## config.mk

```make
export PLATFORM = sky130hd
export DESIGN_NAME = univ_shift_reg
export DESIGN_NICKNAME = d
export VERILOG_FILES = /design/src/rtl/shift_pkg.sv /design/src/rtl/shift_step_unit.sv /design/src/rtl/univ_shift_reg.sv
export SDC_FILE = /design/constraint.sdc
export NUM_CORES = 1
export LEC_CHECK = 0
export CAP_MARGIN = 20
export CORE_MARGIN = 2
export CORE_UTILIZATION = 52
export CTS_BUF_LIST = sky130_fd_sc_hd__clkbuf_8
export DETAILED_ROUTE_END_ITERATION = 6
export PLACE_DENSITY = 0.87
export SLEW_MARGIN = 10
export SYNTH_ARGS = -nofsm -noshare
export SYNTH_HDL_FRONTEND = slang
export SYNTH_SLANG_ARGS = --single-unit
```

## constraint.sdc

```tcl
create_clock -name clk -period 2.4 [get_ports clk]
set_input_delay 0.36 -clock clk [delete_from_list [all_inputs] [get_ports clk]]
set_output_delay 0.36 -clock clk [all_outputs]
set_load 0.03 [all_outputs]
```

## src/rtl/shift_pkg.sv

```systemverilog
// Shared types for the universal shift register: shift operation codes and FSM states.
package shift_pkg;

  typedef enum logic [1:0] {
    SHL = 2'b00,
    SHR = 2'b01,
    ROL = 2'b10,
    ROR = 2'b11
  } shift_op_t;

  typedef enum logic {
    IDLE  = 1'b0,
    SHIFT = 1'b1
  } state_t;

endpackage

```

## src/rtl/shift_step_unit.sv

```systemverilog
// One-bit step of the shift register: next word and the bit that leaves (or wraps).
module shift_step_unit
  import shift_pkg::*;
#(
  parameter int WIDTH = 8
) (
  input  logic [WIDTH-1:0] i_r,
  input  shift_op_t        i_op,
  input  logic             i_serial_in,
  output logic [WIDTH-1:0] o_r_next,
  output logic             o_out_bit
);

  // Select the shifted/rotated word and the departing bit for the latched operation
  always_comb begin
    o_r_next  = i_r;
    o_out_bit = 1'b0;
    case (i_op)
      SHL: begin
        o_r_next  = {i_r[WIDTH-2:0], i_serial_in};
        o_out_bit = i_r[WIDTH-1];
      end
      SHR: begin
        o_r_next  = {i_serial_in, i_r[WIDTH-1:1]};
        o_out_bit = i_r[0];
      end
      ROL: begin
        o_r_next  = {i_r[WIDTH-2:0], i_r[WIDTH-1]};
        o_out_bit = i_r[WIDTH-1];
      end
      ROR: begin
        o_r_next  = {i_r[0], i_r[WIDTH-1:1]};
        o_out_bit = i_r[0];
      end
      default: begin
        o_r_next  = i_r;
        o_out_bit = 1'b0;
      end
    endcase
  end

endmodule

```

## src/rtl/univ_shift_reg.sv

```systemverilog
// WIDTH-bit shift register with parallel load and a counted shift/rotate request
// driven by a start/busy/done handshake.
module univ_shift_reg
  import shift_pkg::*;
#(
  parameter int               WIDTH     = 8,
  parameter int               CNT_W     = 4,
  parameter logic [WIDTH-1:0] RESET_VAL = {WIDTH{1'b0}}
) (
  input  logic             clk,
  input  logic             reset_n,
  input  logic             load,
  input  logic [WIDTH-1:0] parallel_in,
  input  logic             start,
  input  logic [1:0]       op,
  input  logic [CNT_W-1:0] shift_cnt,
  input  logic             serial_in,
  output logic [WIDTH-1:0] parallel_out,
  output logic             serial_out,
  output logic             busy,
  output logic             done
);

  localparam logic [CNT_W-1:0] CNT_ZERO = {CNT_W{1'b0}};
  localparam logic [CNT_W-1:0] CNT_ONE  = {{(CNT_W-1){1'b0}}, 1'b1};

  state_t           r_state;
  state_t           w_state_nxt;
  logic [WIDTH-1:0] r_data;
  logic [WIDTH-1:0] w_data_nxt;
  logic             r_sout;
  logic             w_sout_nxt;
  logic             r_busy;
  logic             w_busy_nxt;
  logic             r_done;
  logic             w_done_nxt;
  logic [CNT_W-1:0] r_remaining;
  logic [CNT_W-1:0] w_remaining_nxt;
  shift_op_t        r_op;
  shift_op_t        w_op_nxt;
  logic [WIDTH-1:0] w_step_r;
  logic             w_step_bit;

  shift_step_unit #(
    .WIDTH(WIDTH)
  ) u_step (
    .i_r        (r_data),
    .i_op       (r_op),
    .i_serial_in(serial_in),
    .o_r_next   (w_step_r),
    .o_out_bit  (w_step_bit)
  );

  // FSM state register
  always_ff @(posedge clk or negedge reset_n) begin
    if (!reset_n) begin
      r_state <= IDLE;
    end else begin
      r_state <= w_state_nxt;
    end
  end

  // Next-state and next-datapath decode; done defaults low so it is a one-cycle pulse
  always_comb begin
    w_state_nxt     = r_state;
    w_data_nxt      = r_data;
    w_sout_nxt      = r_sout;
    w_busy_nxt      = r_busy;
    w_done_nxt      = 1'b0;
    w_remaining_nxt = r_remaining;
    w_op_nxt        = r_op;
    case (r_state)
      IDLE: begin
        if (load) begin
          w_data_nxt = parallel_in;
        end else if (start) begin
          if (shift_cnt == CNT_ZERO) begin
            w_done_nxt = 1'b1;
          end else begin
            w_op_nxt        = shift_op_t'(op);
            w_remaining_nxt = shift_cnt;
            w_busy_nxt      = 1'b1;
            w_state_nxt     = SHIFT;
          end
        end else begin
          w_data_nxt = r_data;
        end
      end
      SHIFT: begin
        w_data_nxt = w_step_r;
        w_sout_nxt = w_step_bit;
        // The final step returns to IDLE; the counter saturates at zero
        if (r_remaining > CNT_ONE) begin
          w_remaining_nxt = r_remaining - CNT_ONE;
        end else begin
          w_remaining_nxt = CNT_ZERO;
          w_busy_nxt      = 1'b0;
          w_done_nxt      = 1'b1;
          w_state_nxt     = IDLE;
        end
      end
      default: begin
        w_state_nxt     = IDLE;
        w_busy_nxt      = 1'b0;
        w_remaining_nxt = CNT_ZERO;
      end
    endcase
  end

  // Datapath, handshake and counter registers
  always_ff @(posedge clk or negedge reset_n) begin
    if (!reset_n) begin
      r_data      <= RESET_VAL;
      r_sout      <= 1'b0;
      r_busy      <= 1'b0;
      r_done      <= 1'b0;
      r_remaining <= CNT_ZERO;
      r_op        <= SHL;
    end else begin
      r_data      <= w_data_nxt;
      r_sout      <= w_sout_nxt;
      r_busy      <= w_busy_nxt;
      r_done      <= w_done_nxt;
      r_remaining <= w_remaining_nxt;
      r_op        <= w_op_nxt;
    end
  end

  assign parallel_out = r_data;
  assign serial_out   = r_sout;
  assign busy         = r_busy;
  assign done         = r_done;

endmodule

```

Word-level counts from Yosys, hierarchy flattened
Cells that the tools add are included.
{"block": "totals", "register_bits": 18, "input_bits": 19, "out_inout_bits": 11}
{"block": "op_classes", "addsub": 1, "order_cmp": 1, "eq_ne": 8, "n_mux": 24, "bitwise": 3, "n_reduce_logical": 7}
{"cell": "case mux 8 bit (4 select lines)", "n": 1}
{"cell": "2-to-1 mux 4 bit", "n": 4}
{"cell": "case mux 8 bit (2 select lines)", "n": 1}
{"cell": "2-to-1 mux 1 bit", "n": 12}
{"cell": "!= test 2 bit (second input constant)", "n": 5}
{"cell": "2-to-1 mux 8 bit", "n": 1}
{"cell": "case mux 1 bit (2 select lines)", "n": 4}
{"cell": "case mux 4 bit (2 select lines)", "n": 1}
{"cell": "AND reduction 4 bit", "n": 2}
{"cell": "== test 2 bit (second input constant)", "n": 2}
{"cell": "> comparator 4 x 1 -> 1 bit (second input constant)", "n": 1}
{"cell": "logical NOT 4 bit", "n": 1}
{"cell": "OR reduction 2 bit", "n": 2}
{"cell": "subtractor 4 x 1 -> 4 bit (second input constant)", "n": 1}
{"cell": "inverter 1 bit", "n": 3}
{"cell": "AND reduction 3 bit", "n": 1}
{"cell": "== test 2 x 1 -> 1 bit (second input constant)", "n": 1}
{"cell": "logical NOT 2 bit", "n": 1}

Depth between registers and ports, before layout
{"block": "depth", "word_depth": 5, "ltp_mapped": 5, "mapped_depth_nobuf": 5}

By module
A second synthesis with hierarchy kept.
{"block": "hier_totals", "hier_cells": 101, "hier_area_um2": 1072.3}
{"module": "univ_shift_reg", "instances": 1, "cells_per_inst": 87, "area_per_inst_um2": 922.1, "seq_area_each_um2": 450.4}
{"module": "shift_step_unit", "instances": 1, "cells_per_inst": 14, "area_per_inst_um2": 150.1, "seq_area_each_um2": 0.0}

Worst setup path before layout
OpenSTA, ideal clock, no wires.
{"block": "synth_path", "path_kind": "input to register", "startpoint": "in shift_cnt[2]", "endpoint": "reg r_op[0]", "t_arrival_ps": 1263, "t_required_ps": 2275, "path_slack_ps": 1013, "path_stages": 3, "path_cell_list": "nor4_1 > or3_4 > mux2_2"}
{"block": "synth_between", "elab_chain_cells": 3}
{"item": "start: declaration", "line_no": "univ_shift_reg.sv:16", "source": "input logic [CNT_W-1:0] shift_cnt,"}
{"item": "logical NOT 4 bit", "line_no": "univ_shift_reg.sv:77", "source": "if (shift_cnt == CNT_ZERO) begin"}
{"item": "inverter 1 bit (no source line)"}
{"item": "AND reduction 4 bit (no source line)"}
{"item": "end signal: assignment", "line_no": "univ_shift_reg.sv:125", "source": "r_op <= w_op_nxt;"}
{"item": "end: declaration", "line_no": "univ_shift_reg.sv:39", "source": "shift_op_t r_op;"}
Every way passes these cells.
A chain may end at the register's enable or synchronous reset.

Worst setup path after layout
{"block": "layout_path", "startpoint": "in shift_cnt[2]", "endpoint": "reg r_op[1]"}
Same word-level chain as after synthesis.

==> impl_metrics.csv <==
group,metric,value,unit
logic_synthesis,ys_ff_latch,18,
routing,drt_first_pass_iters,4,
logic_synthesis,synth.distinct_cells,31,
clock_network,postCtsHoldBufs,0,
logic_synthesis,synth_area_per_cell,10.2,µm²
finish,final_nets,153,
logic_synthesis,synthArstFlopShare,100,%
logic_synthesis,yosys_warnings,0,
routing,num_vias,893,
clock_network,cts_tree,"done",
clock_network,clock_latency,0.25,ns
logic_synthesis,syn_inst,100,
clock_network,clkSinkCount,18,
global_route,antenna_found_initial,0,
global_route,grt_max_degree,33,
routing,wire_per_inst,14.3,µm
worst_setup_path,crit_start,"shift_cnt[2]",
routing,drt-total-wl,2230,µm
sta,fin_skew,0.00669,ns
job,cap_violations,0,
logic_synthesis,synth_edf_count,0,
finish,layout-drive-gt1-share,9.92,%
finish,diodes,0,
routing,vias_per_cell,5.72,
global_route,grt_pass1_wl,3540,µm
die,io_pins,30,
worst_setup_path,worstPathMaxFanout,4,
sta,rsz0062_at_grt,"no",
sta,tightestPinTransition,0.504,ns
power,ir_drop,903,µV
clock_network,post_cts_buffers,0,
clock_network,ctsResizeCount,0,
clock_network,cts_max_level,1,
die,rows,15,
logic_synthesis,netlist_area,1020,µm²
worst_setup_path,reg2reg_slack,0.90,ns
logic_synthesis,yosysSeqAreaShare,44.3,%
finish,area_growth,36.5,%
power,p_leak,0.000573,µW
sta,max_freq,572,MHz
routing,ant_nets,0,
clock_network,cts_buffers,3,
worst_setup_path,crit_type,"in2reg",
global_route,grt_pass1_vias,849,
global_route,gr-total-overflow,0,
worst_setup_path,regToRegStartpoint,"r_remaining[0]",
power,powerDensity,1330,nW/µm²
clock_network,cts_root_buf,"clkbuf_8",
sta,report.final.slew_viol_count,0,
power,p_total,1840,µW
routing,first_iter_violations,20,
worst_setup_path,start_kind,"input pin",
outcome,outcome,"finished, final reports clean",
worst_setup_path,rr_endpoint,"done",
routing,drc_errors,0,
global_route,grt_usage,21.7,%
die,die_w,48.2,µm
sta,setup_violations,0,
worst_setup_path,worstPathArrival,1.88,ns
die,die_area,2330,µm²
place,dp_hpwl,1640,µm
sta,fin_crit,1.75,ns
sta,slew_headroom,66.1,%
place,io_buffers,29,
clock_network,clk_pin_slew_worst_paths,0.07,ns
die,start_util,57.1,%
worst_setup_path,crit_required,2.53,ns
die,core_area,1780,µm²
logic_synthesis,synthFlopType,"dfrtp_1",
sta,hold_viol,0,
min_path,hp-class,"in2async",
worst_setup_path,cp-endpoint,"r_op[1]",
die,die_y,48.2,µm
worst_setup_path,r2r_cells,5,
clock_network,clock_path_buffers,2,
worst_setup_path,worst_setup_path_end_kind,"flip-flop",
sta,finalCritPeriodShare,72.9,%
logic_synthesis,synth_nets,121,
sta,setup-tns-final,0,ns
place,place_congestion,0.802,
-- state kept, by name (all words and copies together), names as in the netlist --
register and cells:
parallel_out 8, r_remaining 4, r_op 2, busy 1
done 1, r_state 1, serial_out 1
-- Yosys cell counts, drive strengths merged, types with 2 or more instances --
cell type | n | area share, %
dfrtp | 18 | 44
a21oi | 10 | 4.9
mux2i | 10 | 9.8
a211oi | 8 | 5.9
nor2b | 8 | 4.9
o21ai | 7 | 3.4
nor2 | 5 | 1.8
clkbuf | 3 | 1.1
inv | 3 | 1.1
nor3 | 3 | 1.5
a22oi | 2 | 1.5
buf | 2 | 1.6
ha | 2 | 2.5
mux2 | 2 | 2.2
o22ai | 2 | 1.2
-- metrics by stage --
stage	std cells	hold WS, ns	instance area [µm²]	worst slack, ns	util (%)
after floorplan	100	0.0644	1020	1.01	-
after global placement	152	0.510	1330	0.394	74.8
after global routing	156	0.474	1390	0.597	77.9
after detailed placement	152	0.524	1330	0.404	74.8
after CTS	156	0.445	1390	0.643	77.9
final	156	0.445	1390	0.651	77.9
-- area by class of cell --
cell class / instances / area, µm²
tap: 25 / 31.3
inverter: 3 / 11.3
sequential: 18 / 450
clock buffer: 4 / 55.1
fill: 123 / 394
timing repair buffer: 32 / 313
multi-input combinational: 74 / 528
-- worst min path at each step --
stage                          start               to  slack, ns  cells after the start
after global routing         reset_n          r_state       0.47                      2
final                        reset_n  parallel_out[6]       0.44                      2
after detailed placement  serial_out       serial_out       0.52                      2
after global placement    serial_out       serial_out       0.51                      2
after floorplan              reset_n             busy       0.06                      0
after CTS                    reset_n   r_remaining[2]       0.44                      2
-- report_power, final --
part | switching, µW | leakage, µW | internal [µW]
Clock | 101 | 0.0000288 | 146
Combinational | 513 | 0.000333 | 455
Sequential | 170 | 0.000211 | 457
Total | 783 | 0.000573 | 1060
-- per-layer routing --
layer | part of all wire, % | vias up | track usage, % | wire length [µm]
met5 | 0 | - | 0 | 0
met4 | 0.49 | 0 | 7.57 | 11
met3 | 4.2 | 2 | 3.70 | 94
met2 | 49 | 29 | 38.2 | 1090
met1 | 46 | 425 | 26.6 | 1030
li1 | - | 437 | - | -
-- cell usage in the layout, fill, tap and decap left out --
| cell type | netlist | final |
|---|---|---|
| mux2i_1 | 10 | 10 |
| buf_4 | 0 | 3 |
| o22ai_1 | 2 | 2 |
| mux2_2 | 2 | 2 |
| nand2_1 | 1 | 1 |
| dfrtp_1 | 18 | 18 |
| nand2b_4 | 1 | 1 |
| inv_1 | 3 | 3 |
| a22oi_1 | 2 | 2 |
| a32oi_1 | 1 | 1 |
| nand4b_1 | 1 | 1 |
| o211ai_1 | 1 | 1 |
| nor4_1 | 1 | 1 |
| o31ai_1 | 1 | 1 |
| o311ai_1 | 1 | 1 |
| nand3b_1 | 1 | 1 |
| clkdlybuf4s50_1 | 0 | 29 |
| and2b_1 | 1 | 1 |
| or3_4 | 1 | 1 |
| a211oi_1 | 8 | 8 |
| a2bb2oi_1 | 1 | 1 |
| a22o_2 | 1 | 1 |
| ha_1 | 2 | 2 |
| o21bai_1 | 1 | 1 |
| nor2b_1 | 8 | 8 |
| o21ai_0 | 7 | 7 |
| a21oi_1 | 10 | 10 |
| clkbuf_8 | 0 | 4 |
| or2_2 | 1 | 1 |
| nor3_1 | 3 | 3 |
| nor2_1 | 5 | 5 |
-- critical path, cell delays in order --
cell and delay [ns]:
clkdlybuf4s50_1 0.46, nor4_1 0.51, or3_4 0.24, mux2_2 0.32
-- cell families (layout without fill, tap and decap cells) --
kind of cell / count (synthesis) / after routing / share of synthesized area (%)
AOI/OAI and AO/OA: 36 / 36 / 22.8
DFF: 18 / 18 / 44.3
muxes: 12 / 12 / 12.1
adders and majority gates: 2 / 2 / 2.46
and+or+nand+nor: 24 / 24 / 14.6
buffers and inverters: 8 / 39 / 3.81
No activity file was read; power rests on OpenSTA's default activity.
